$ cat src/rtl/epu_layer_scheduler_pkg.sv
// Shared definitions for the EPU layer scheduler: FSM state encoding,
// engine-id constants and the layer-descriptor field layout.
package epu_layer_scheduler_pkg;

  typedef enum logic [2:0] {
    ST_IDLE,
    ST_FETCH,
    ST_DECODE,
    ST_LAUNCH,
    ST_WAIT,
    ST_ADVANCE,
    ST_ERROR
  } state_e;

  localparam logic [1:0] ENG_CONV = 2'd0;
  localparam logic [1:0] ENG_POOL = 2'd1;
  localparam logic [1:0] ENG_NONE = 2'b11;

  localparam int LAYER_W = 5;
  localparam int TMO_W   = 16;

  // Descriptor word: [1:0] engine id, [2] swap ping-pong after layer,
  // [31:3] reserved.
  typedef struct packed {
    logic [28:0] rsvd;
    logic        swap;
    logic [1:0]  eng_id;
  } desc_t;

endpackage

$ cat src/rtl/epu_layer_scheduler_if.sv
// Descriptor-SRAM and engine bus of the layer scheduler.
//   master : scheduler side (drives address/cs, engine starts, mux select, ping-pong)
//   slave  : SRAM/engine side (drives descriptor data and engine finish levels)
interface epu_layer_scheduler_if #(
  parameter int NUM_ENG = 3
);
  logic [4:0]         desc_addr;
  logic               desc_cs;
  logic [31:0]        desc_data;
  logic [NUM_ENG-1:0] eng_start;
  logic [NUM_ENG-1:0] eng_finish;
  logic [1:0]         eng_sel;
  logic               buf_swap;

  modport master (
    output desc_addr, desc_cs, eng_start, eng_sel, buf_swap,
    input  desc_data, eng_finish
  );

  modport slave (
    input  desc_addr, desc_cs, eng_start, eng_sel, buf_swap,
    output desc_data, eng_finish
  );
endinterface

$ cat src/rtl/epu_layer_scheduler_tmo.sv
// epu_timeout_cnt: cycle counter for the engine-finish wait.
//   clk, rst : clock, synchronous active-high reset
//   clear    : force count to zero (has priority over enable)
//   enable   : count one cycle
//   limit    : number of enabled cycles after which expired fires
//   expired  : high in the enabled cycle whose increment reaches limit
module epu_timeout_cnt #(
  parameter int W = 16
) (
  input  logic         clk,
  input  logic         rst,
  input  logic         clear,
  input  logic         enable,
  input  logic [W-1:0] limit,
  output logic         expired
);
  logic [W-1:0] cnt_q, cnt_d, cnt_inc;

  always_comb begin
    cnt_inc = cnt_q + W'(1);
    cnt_d   = cnt_q;
    if (clear)       cnt_d = '0;
    else if (enable) cnt_d = cnt_inc;
  end

  assign expired = enable && !clear && (cnt_inc == limit);

  // NOTE: sequential state uses non-blocking assignments so every flop
  // samples its pre-edge inputs regardless of process evaluation order.
  always_ff @(posedge clk) begin
    if (rst) cnt_q <= '0;
    else     cnt_q <= cnt_d;
  end
endmodule

$ cat src/rtl/epu_layer_scheduler.sv
// epu_layer_scheduler: walks a list of layer descriptors, launches the
// engine named by each one, waits for its finish (with timeout) and
// toggles the ping-pong buffer select between layers.
//   clk, rst          : clock, synchronous active-high reset
//   start, num_layers : run request (pulse) and layer count (1..31; 0 = empty run)
//   busy, done, error : status; done/error are one-cycle pulses
//   err_layer         : index of the layer that failed, held until next run
//   bus (master)      : descriptor SRAM, engine start/finish, eng_sel, buf_swap
module epu_layer_scheduler
  import epu_layer_scheduler_pkg::*;
#(
  parameter int         NUM_ENG = 3,
  parameter logic [15:0] TIMEOUT = 16'hFFFF
) (
  input  logic               clk,
  input  logic               rst,
  input  logic               start,
  input  logic [LAYER_W-1:0] num_layers,
  output logic               busy,
  output logic               done,
  output logic               error,
  output logic [LAYER_W-1:0] err_layer,
  epu_layer_scheduler_if.master bus
);
  state_e             state_q, state_d;
  logic [LAYER_W-1:0] layer_idx_q, layer_idx_d;
  logic [LAYER_W-1:0] num_layers_q, num_layers_d;
  logic [1:0]         eng_id_q, eng_id_d;
  logic               swap_q, swap_d;
  logic [1:0]         eng_sel_q, eng_sel_d;
  logic               buf_swap_q, buf_swap_d;
  logic [LAYER_W-1:0] err_layer_q, err_layer_d;
  logic               done_q, done_d;

  desc_t              desc_in;
  logic               unused_rsvd;
  logic               fin_sel;
  logic               tmo_expired;
  logic [NUM_ENG-1:0] eng_start_o;

  assign desc_in     = desc_t'(bus.desc_data);
  assign unused_rsvd = ^desc_in.rsvd;

  epu_timeout_cnt #(.W(TMO_W)) u_tmo (
    .clk     (clk),
    .rst     (rst),
    .clear   (state_q != ST_WAIT),
    .enable  (state_q == ST_WAIT),
    .limit   (TIMEOUT),
    .expired (tmo_expired)
  );

  // Only the finish line of the engine currently launched is observed.
  always_comb begin
    fin_sel = 1'b0;
    for (int i = 0; i < NUM_ENG; i++)
      if (int'(eng_id_q) == i) fin_sel = bus.eng_finish[i];
  end

  always_ff @(posedge clk) begin
    if (rst) begin
      state_q      <= ST_IDLE;
      layer_idx_q  <= '0;
      num_layers_q <= '0;
      eng_id_q     <= ENG_NONE;
      swap_q       <= 1'b0;
      eng_sel_q    <= ENG_NONE;
      buf_swap_q   <= 1'b0;
      err_layer_q  <= '0;
      done_q       <= 1'b0;
    end else begin
      state_q      <= state_d;
      layer_idx_q  <= layer_idx_d;
      num_layers_q <= num_layers_d;
      eng_id_q     <= eng_id_d;
      swap_q       <= swap_d;
      eng_sel_q    <= eng_sel_d;
      buf_swap_q   <= buf_swap_d;
      err_layer_q  <= err_layer_d;
      done_q       <= done_d;
    end
  end

  // NOTE: every variable gets a default before the case so no path leaves
  // it unassigned, which would otherwise infer a latch.
  always_comb begin
    state_d      = state_q;
    layer_idx_d  = layer_idx_q;
    num_layers_d = num_layers_q;
    eng_id_d     = eng_id_q;
    swap_d       = swap_q;
    eng_sel_d    = eng_sel_q;
    buf_swap_d   = buf_swap_q;
    err_layer_d  = err_layer_q;
    done_d       = 1'b0;
    unique case (state_q)
      ST_IDLE: begin
        if (start) begin
          if (num_layers != '0) begin
            state_d      = ST_FETCH;
            layer_idx_d  = '0;
            num_layers_d = num_layers;
            buf_swap_d   = 1'b0;
            err_layer_d  = '0;
          end else begin
            done_d = 1'b1;
          end
        end
      end
      ST_FETCH: state_d = ST_DECODE;
      ST_DECODE: begin
        eng_id_d = desc_in.eng_id;
        swap_d   = desc_in.swap;
        if (desc_in.eng_id == ENG_NONE || int'(desc_in.eng_id) >= NUM_ENG) begin
          state_d     = ST_ERROR;
          err_layer_d = layer_idx_q;
        end else begin
          state_d   = ST_LAUNCH;
          eng_sel_d = desc_in.eng_id;
        end
      end
      ST_LAUNCH: state_d = ST_WAIT;
      ST_WAIT: begin
        // A finish arriving in the expiry cycle still counts as success.
        if (fin_sel) begin
          state_d = ST_ADVANCE;
        end else if (tmo_expired) begin
          state_d     = ST_ERROR;
          err_layer_d = layer_idx_q;
        end
      end
      ST_ADVANCE: begin
        eng_sel_d = ENG_NONE;
        if (swap_q) buf_swap_d = !buf_swap_q;
        if (layer_idx_q == num_layers_q - LAYER_W'(1)) begin
          state_d = ST_IDLE;
          done_d  = 1'b1;
        end else begin
          state_d     = ST_FETCH;
          layer_idx_d = layer_idx_q + LAYER_W'(1);
        end
      end
      ST_ERROR: begin
        eng_sel_d = ENG_NONE;
        state_d   = ST_IDLE;
      end
      default: state_d = ST_IDLE;
    endcase
  end

  always_comb begin
    eng_start_o = '0;
    if (state_q == ST_LAUNCH)
      for (int i = 0; i < NUM_ENG; i++)
        if (int'(eng_id_q) == i) eng_start_o[i] = 1'b1;
  end

  assign busy          = (state_q != ST_IDLE);
  assign error         = (state_q == ST_ERROR);
  assign done          = done_q;
  assign err_layer     = err_layer_q;
  assign bus.desc_cs   = (state_q == ST_FETCH);
  assign bus.desc_addr = layer_idx_q;
  assign bus.eng_start = eng_start_o;
  assign bus.eng_sel   = eng_sel_q;
  assign bus.buf_swap  = buf_swap_q;
endmodule

$ cat src/flat_wrapper.sv
// flat-port wrapper written by rule: the top's interface ports become plain ports
module epu_layer_scheduler_flat import epu_layer_scheduler_pkg::*;
#(
  parameter int         NUM_ENG = 3,
  parameter logic [15:0] TIMEOUT = 16'hFFFF
)
  (clk, rst, start, num_layers, busy, done, error, err_layer, bus_desc_addr, bus_desc_cs, bus_eng_start, bus_eng_sel, bus_buf_swap, bus_desc_data, bus_eng_finish);
  epu_layer_scheduler_if #(.NUM_ENG(NUM_ENG)) bus_i ();
  input  logic clk;
  input  logic rst;
  input  logic start;
  input  logic [LAYER_W-1:0] num_layers;
  output logic busy;
  output logic done;
  output logic error;
  output logic [LAYER_W-1:0] err_layer;
  output wire logic [$bits(bus_i.desc_addr)-1:0] bus_desc_addr;
  output wire logic [$bits(bus_i.desc_cs)-1:0] bus_desc_cs;
  output wire logic [$bits(bus_i.eng_start)-1:0] bus_eng_start;
  output wire logic [$bits(bus_i.eng_sel)-1:0] bus_eng_sel;
  output wire logic [$bits(bus_i.buf_swap)-1:0] bus_buf_swap;
  input wire logic [$bits(bus_i.desc_data)-1:0] bus_desc_data;
  input wire logic [$bits(bus_i.eng_finish)-1:0] bus_eng_finish;
  assign bus_desc_addr = bus_i.desc_addr;
  assign bus_desc_cs = bus_i.desc_cs;
  assign bus_eng_start = bus_i.eng_start;
  assign bus_eng_sel = bus_i.eng_sel;
  assign bus_buf_swap = bus_i.buf_swap;
  assign bus_i.desc_data = bus_desc_data;
  assign bus_i.eng_finish = bus_eng_finish;
  epu_layer_scheduler #(.NUM_ENG(NUM_ENG), .TIMEOUT(TIMEOUT)) u_core (.clk(clk), .rst(rst), .start(start), .num_layers(num_layers), .busy(busy), .done(done), .error(error), .err_layer(err_layer), .bus(bus_i));
endmodule
$ cat config.mk
export PLATFORM = sky130hd
export DESIGN_NAME = epu_layer_scheduler_flat
export DESIGN_NICKNAME = d
export VERILOG_FILES = /design/src/rtl/epu_layer_scheduler_pkg.sv /design/src/rtl/epu_layer_scheduler_if.sv /design/src/rtl/epu_layer_scheduler_tmo.sv /design/src/rtl/epu_layer_scheduler.sv /design/src/flat_wrapper.sv
export SDC_FILE = /design/constraint.sdc
export NUM_CORES = 1
export LEC_CHECK = 0
export BUFFER_PORTS_ARGS = -buffer_cell sky130_fd_sc_hd__buf_2
export CAP_MARGIN = 20
export CORE_MARGIN = 5
export CORE_UTILIZATION = 55
export CTS_CLUSTER_SIZE = 28
export DETAILED_ROUTE_END_ITERATION = 12
export GPL_ROUTABILITY_DRIVEN = 1
export GPL_TIMING_DRIVEN = 0
export HOLD_SLACK_MARGIN = 0.08
export PLACE_DENSITY = 0.85
export SLEW_MARGIN = 0
export SYNTH_ARGS = -nofsm -noshare
export SYNTH_HDL_FRONTEND = slang
export SYNTH_SLANG_ARGS = --single-unit
$ cat constraint.sdc
create_clock -name clk -period 4.39 [get_ports clk]
set_clock_uncertainty 0.2 [all_clocks]
set_input_delay 0.878 -clock clk [delete_from_list [all_inputs] [get_ports clk]]
set_output_delay 0.878 -clock clk [all_outputs]
set_load 0.1 [all_outputs]
# Word level (Yosys, flattened, before mapping)
# Index checks and enable logic that the tools add are counted.
[totals]
register_bits = 41
inputBits = 43
output_inout_bits = 20
elab_cells = 87
[op_classes]
muxes = 32
n_eq_ne = 21
magnitude_cmp = 1
reduce_logical = 20
add_sub_neg = 3
[op_table]
columns = ["operator", "n"]
rows = [
  ["5-bit two-way mux", 6],
  ["3-bit two-way mux", 6],
  ["3-bit case mux with 6 select lines", 1],
  ["16-bit by 1-bit adder with 16-bit output, second input constant", 1],
  ["16-bit equality test, second input constant", 1],
  ["5-bit case mux with 3 select lines", 1],
  ["1-bit two-way mux", 13],
  ["5-bit case mux with 2 select lines", 1],
  ["3-bit equality test, second input constant", 3],
  ["2-bit by 1-bit inequality test with 1-bit output, second input constant", 4],
  ["2-bit inequality test, second input constant", 4],
  ["4-bit AND reduction", 2],
  ["2-bit equality test, second input constant", 3],
  ["3-bit by 2-bit equality test with 1-bit output, second input constant", 2],
  ["3-bit AND reduction", 2],
  ["6-bit AND reduction", 1],
  ["3-bit nonzero test", 2],
  ["5-bit by 1-bit adder with 5-bit output, second input constant", 1],
  ["5-bit equality test", 1],
  ["5-bit nonzero test", 1],
  ["5-bit by 1-bit subtractor with 5-bit output, second input constant", 1],
  ["1-bit case mux with 2 select lines", 2],
  ["2-bit case mux with 2 select lines", 1],
  ["2-bit nonzero test", 2],
  ["12 further kinds", 15],
]

# Depth between registers and ports, before layout
[depth]
depth_word = 7
ltp_mapped = 9
mapped_depth_nobuf = 8

# By module
# Synthesis repeated with hierarchy kept, for this count alone.
[hier_totals]
hier_cells = 312
area_unflattened_um2 = 2557.5
[modules_own_cells]
columns = ["module", "seq_area_each_um2", "cells_each", "n_inst", "area_each_um2"]
rows = [
  ["epu_layer_scheduler", 500.5, 168, 1, 1395.1],
  ["epu_timeout_cnt", 320.3, 144, 1, 1162.4],
]

# Least setup slack after synthesis
# OpenSTA, ideal clock, no wires.
[synth_path]
kind = "reg2out"
start = "reg u_core.state_q[0]"
end = "out bus_eng_start[2]"
required_ns = 3.312
path_buffers = 1
setup_slack_ns = 0.254
stages_incl_launch_ff = 4
arrival_time_ns = 3.058
cell_sequence = "dfxtp_1 -> clkbuf_1 -> nand3_1 -> nor3b_1"
[synth_via]
elab_chain_len = 2
[synth_lines]
columns = ["item", "line_no", "text"]
rows = [
  ["start, declared", "epu_layer_scheduler.sv:25", "state_e state_q, state_d;"],
  ["start signal, assigned", "epu_layer_scheduler.sv:72", "state_q <= state_d;"],
  ["3-bit by 2-bit equality test with 1-bit output", "epu_layer_scheduler.sv:153", "if (state_q == ST_LAUNCH)"],
  ["3-bit two-way mux", "epu_layer_scheduler.sv:153", ""],
  ["end, declared", "flat_wrapper.sv:19", "output wire logic [$bits(bus_i.eng_start)-1:0] bus_eng_start;"],
]
# Every way passes these cells.

# Worst setup path after layout
# Same ends and word-level chain as after synthesis.

==> summary.md <==
| Metric | Value |
|---|---|
| Number of enable-type register cells in the synthesized netlist | 0 |
| Mapped Area | 2400 um2 |
| Max-Slew Margin vs Limit | 54.8% |
| Count of nets after finishing | 372 |
| Detailed-route via count | approximately 2,200 |
| Fraction of the cycle the final worst path needs | just under 70% |
| Proportion of synthesized flip-flops having asynchronous set or reset | 0% |
| Final HPWL from detailed placement | about 3.8 mm |
| Busiest grt layer | met2 |
| Inserted Diodes | 0 |
| Setup Crit Path Kind | flip-flop to output pin |
| Longest Clk Path Bufs | 2 |
| Highest ir drop seen on vdd | 0.225 mV |
| Initial Utilization | 55.9% |
| Leading cell type in the layout, fill and taps excluded | sky130_fd_sc_hd__dfxtp_1 |
| Number of design rule violations left after detail routing | 0 |
| Average wire per standard cell | 13.9 um |
| Overall power after layout | just under 0.8 mW |
| Area taken by multi-input logic gates | 1440 um2 |
| Quantity of gates resized following cts | 0 |
| Final max-slew violation count | 0 |
| Violation count after the first detailed-route iteration | 253 |
| Commonest non-fill, non-tap cells in the layout | 41 x sky130_fd_sc_hd__dfxtp_1, 36 x sky130_fd_sc_hd__nor2_1, 33 x sky130_fd_sc_hd__buf_2 |
| Slew of the pin with the lowest slew margin | between 0.6 and 0.7 ns |
| Cell Rows | 24 |
| Power density over cell area | roughly 290 nW/um2 |
| Die Outline Area | 5780 um2 |
| Synth Instances | roughly 280 |
| Kind of end point of the critical path | output pin |
| Netlist cell types | 61 |
| Clock root buffer | sky130_fd_sc_hd__clkbuf_8 |
| Final number of hold-violating endpoints | 0 |
| Max Cap Viol | 0 |
| Synth warnings | 0 |
| Number of antenna violations at the first check in global routing | 0 |
| Net count after synthesis | 331 |
| Vias in the first global route | 2,024 |
| Element type at the critical path start | flip-flop |
| Fmax | 331 MHz |
| Count of hold buffers inserted by post-cts repair | 0 |
| Final number of setup-violating endpoints | 0 |
| Detailed-route wire length | 5.24 mm |
| Clk pin slew, worst setup/hold paths | 0.08 ns |
| Global placement routability congestion | 0.819 |
| Pin count of the biggest net entering global routing | 12 |
| Global-route wire length before repair | 9.02 mm |
| DR pass1 iterations | 4 |
| Cell chain of the critical path | clkbuf_1 -> nand3_1 -> nor3b_1 -> buf_2 |
| Synth Flop Type | sky130_fd_sc_hd__dfxtp_1 |
| Cell leakage power | 0.968 nW |
| Cell at the slowest stage of the critical path | sky130_fd_sc_hd__buf_2 |
| Total I/O pin count | 63 |
| Worst-case register-to-register setup slack | 1.73 ns |
| RSZ-0062 raised after global routing | false |
| Routed Antenna Nets | 0 |
| Die height | between 70 and 80 um |
| Layout cell share with drive strength beyond 1 | 20.7% |
| Syn-to-layout area delta | 12.8% |
| Synthesis-stage register bit count | 41 |
| Min cycle time layout | 3.02 ns |
| Met2 usage in global routing | 31.8% |
| Clk sinks | approximately 40 |
| GR met3 Demand/Resource | 5.56% |
| Overflow left after global routing | 0 |
| Critical path arrival | about 1.9 ns |
| Clock tree from TritonCTS | built |
| Met1 demand-to-capacity share in global routing | 21.3% |
| Top fanout value on the critical path | 10 |
| Sequential area share after synthesis | 34.2% |
| Count of port buffers added during placement | 33 |
| DIE WIDTH | 76.0 um |
| Synthesized area per cell | 8.45 um2 |
| Area inside the core boundary | 4290 um2 |
| Largest stage delay on the critical path | 0.45 ns |
| Tot GR Track Use | between 10% and 20% |
| Clock latency of the later-clocked register in the worst-skew pair | 0.30 ns |
| Final TNS setup | 0 ns |
| Worst path bufs/invs | 2 |
| Outcome | finished, final reports clean |
| Post-CTS setup buffer count | 0 |
| H-tree Lvls | 2 |
| Layout fillers | roughly 370 |
| Number of CTS-inserted buffers | 5 |
| Required time at the worst-slack endpoint | 3.31 ns |
| Cell family contributing the most delay on the critical path | buffers and inverters |
| Sequential cell area in the final layout | 821 um2 |
| Via-to-Cell Ratio | 5.82 |
| Class of the tightest hold or removal check | flip-flop to flip-flop |
## cell usage after synthesis, types with 2 or more instances
library cell	n	area share (%)
sky130_fd_sc_hd__ha_1	4	2.1
sky130_fd_sc_hd__nand4_1	7	1.8
sky130_fd_sc_hd__nor2_1	36	5.6
sky130_fd_sc_hd__o21ai_0	6	1.3
sky130_fd_sc_hd__a211o_1	2	0.73
sky130_fd_sc_hd__a31oi_1	7	1.8
sky130_fd_sc_hd__nor3_1	9	1.9
sky130_fd_sc_hd__xor2_1	6	2.2
sky130_fd_sc_hd__nor4b_1	4	1.5
sky130_fd_sc_hd__nand3b_1	8	2.5
sky130_fd_sc_hd__nand3_1	18	3.8
sky130_fd_sc_hd__nor2b_1	4	1.0
sky130_fd_sc_hd__nand2_1	20	3.1
sky130_fd_sc_hd__dfxtp_1	41	34
sky130_fd_sc_hd__buf_6	3	1.4
sky130_fd_sc_hd__mux2i_1	2	0.83
sky130_fd_sc_hd__a211oi_1	4	1.3
sky130_fd_sc_hd__or4b_1	5	2.1
sky130_fd_sc_hd__a21oi_1	18	3.8
sky130_fd_sc_hd__nand2b_1	3	0.78
sky130_fd_sc_hd__nor3_2	2	0.83
sky130_fd_sc_hd__xnor2_1	16	5.8
sky130_fd_sc_hd__buf_4	2	0.63
sky130_fd_sc_hd__inv_1	9	1.4
sky130_fd_sc_hd__nor3b_1	2	0.63
sky130_fd_sc_hd__or2_2	2	0.52
sky130_fd_sc_hd__nor4_1	3	0.78
sky130_fd_sc_hd__clkbuf_1	8	1.3
## worst paths after layout
kind	cells past startpoint	startpoint	endpoint
hold reg to reg	2	u_core.num_layers_q[4]	u_core.num_layers_q[4]
setup reg to reg	8	u_core.u_tmo.cnt_q[1]	u_core.err_layer[1]
setup / recovery	4	u_core.state_q[0]	bus_eng_start[2]
hold / removal	2	u_core.num_layers_q[4]	u_core.num_layers_q[4]
## power by group
group          internal (mW)  switching (mW)
sequential             0.383          0.0122
clock                  0.105           0.125
combinational         0.0529           0.118
## layer usage
| layer | wire length (um) | part of all wire, % |
|---|---|---|
| met2 | 2580 | 49 |
| met3 | 272 | 5.2 |
| met4 | 89 | 1.7 |
| met5 | 0 | 0 |
| met1 | 2300 | 44 |
## through the flow
step                std cells  hold slack (ns)  util, %  instance area [um2]  setup slack, ns
floorplan                 284            0.248        -                 2400            0.254
global placement          369            0.262     61.2                 2630             1.33
detailed placement        370            0.267     61.3                 2630             1.54
CTS                       376            0.279     63.0                 2710             1.39
global route              376            0.325     63.0                 2710             1.17
finish                    376            0.283     63.0                 2710             1.37
## state kept, by name, indices dropped and copies added (netlist names), 2 cells and up
register	cells
u_core.num_layers_q	5
u_core.bus.desc_addr	5
u_core.eng_id_q	2
u_core.u_tmo.cnt_q	16
u_core.err_layer	5
u_core.bus.eng_sel	2
u_core.state_q	3
## worst min-delay path, delay by kind of cell, from the launching register on
| kind | cells | cell delay [ns] |
|---|---|---|
| flops | 1 | 0.33 |
| simple gates | 1 | 0.06 |
| compound gates | 1 | 0.05 |
## cells by family after synthesis
| kind of cell | share of synthesized area (%) |
|---|---|
| simple gates | 32.7 |
| compound gates | 15.8 |
| mux | 1.30 |
| flops | 34.2 |
| buf+inv | 5.95 |
| fa+ha+maj | 2.09 |
| xor+xnor | 8.03 |
## area by class of cell
type / count / share of cell area [%]
Buffer: 14 / 3.42
Clock buffer: 5 / 2.54
Clock inverter: 1 / 0.185
Inverter: 12 / 1.85
Multi-Input combinational cell: 217 / 53.0
Sequential cell: 41 / 30.3
Tap cell: 52 / 2.40
Timing Repair Buffer: 34 / 6.24
Power figures use the tool's default switching activity.
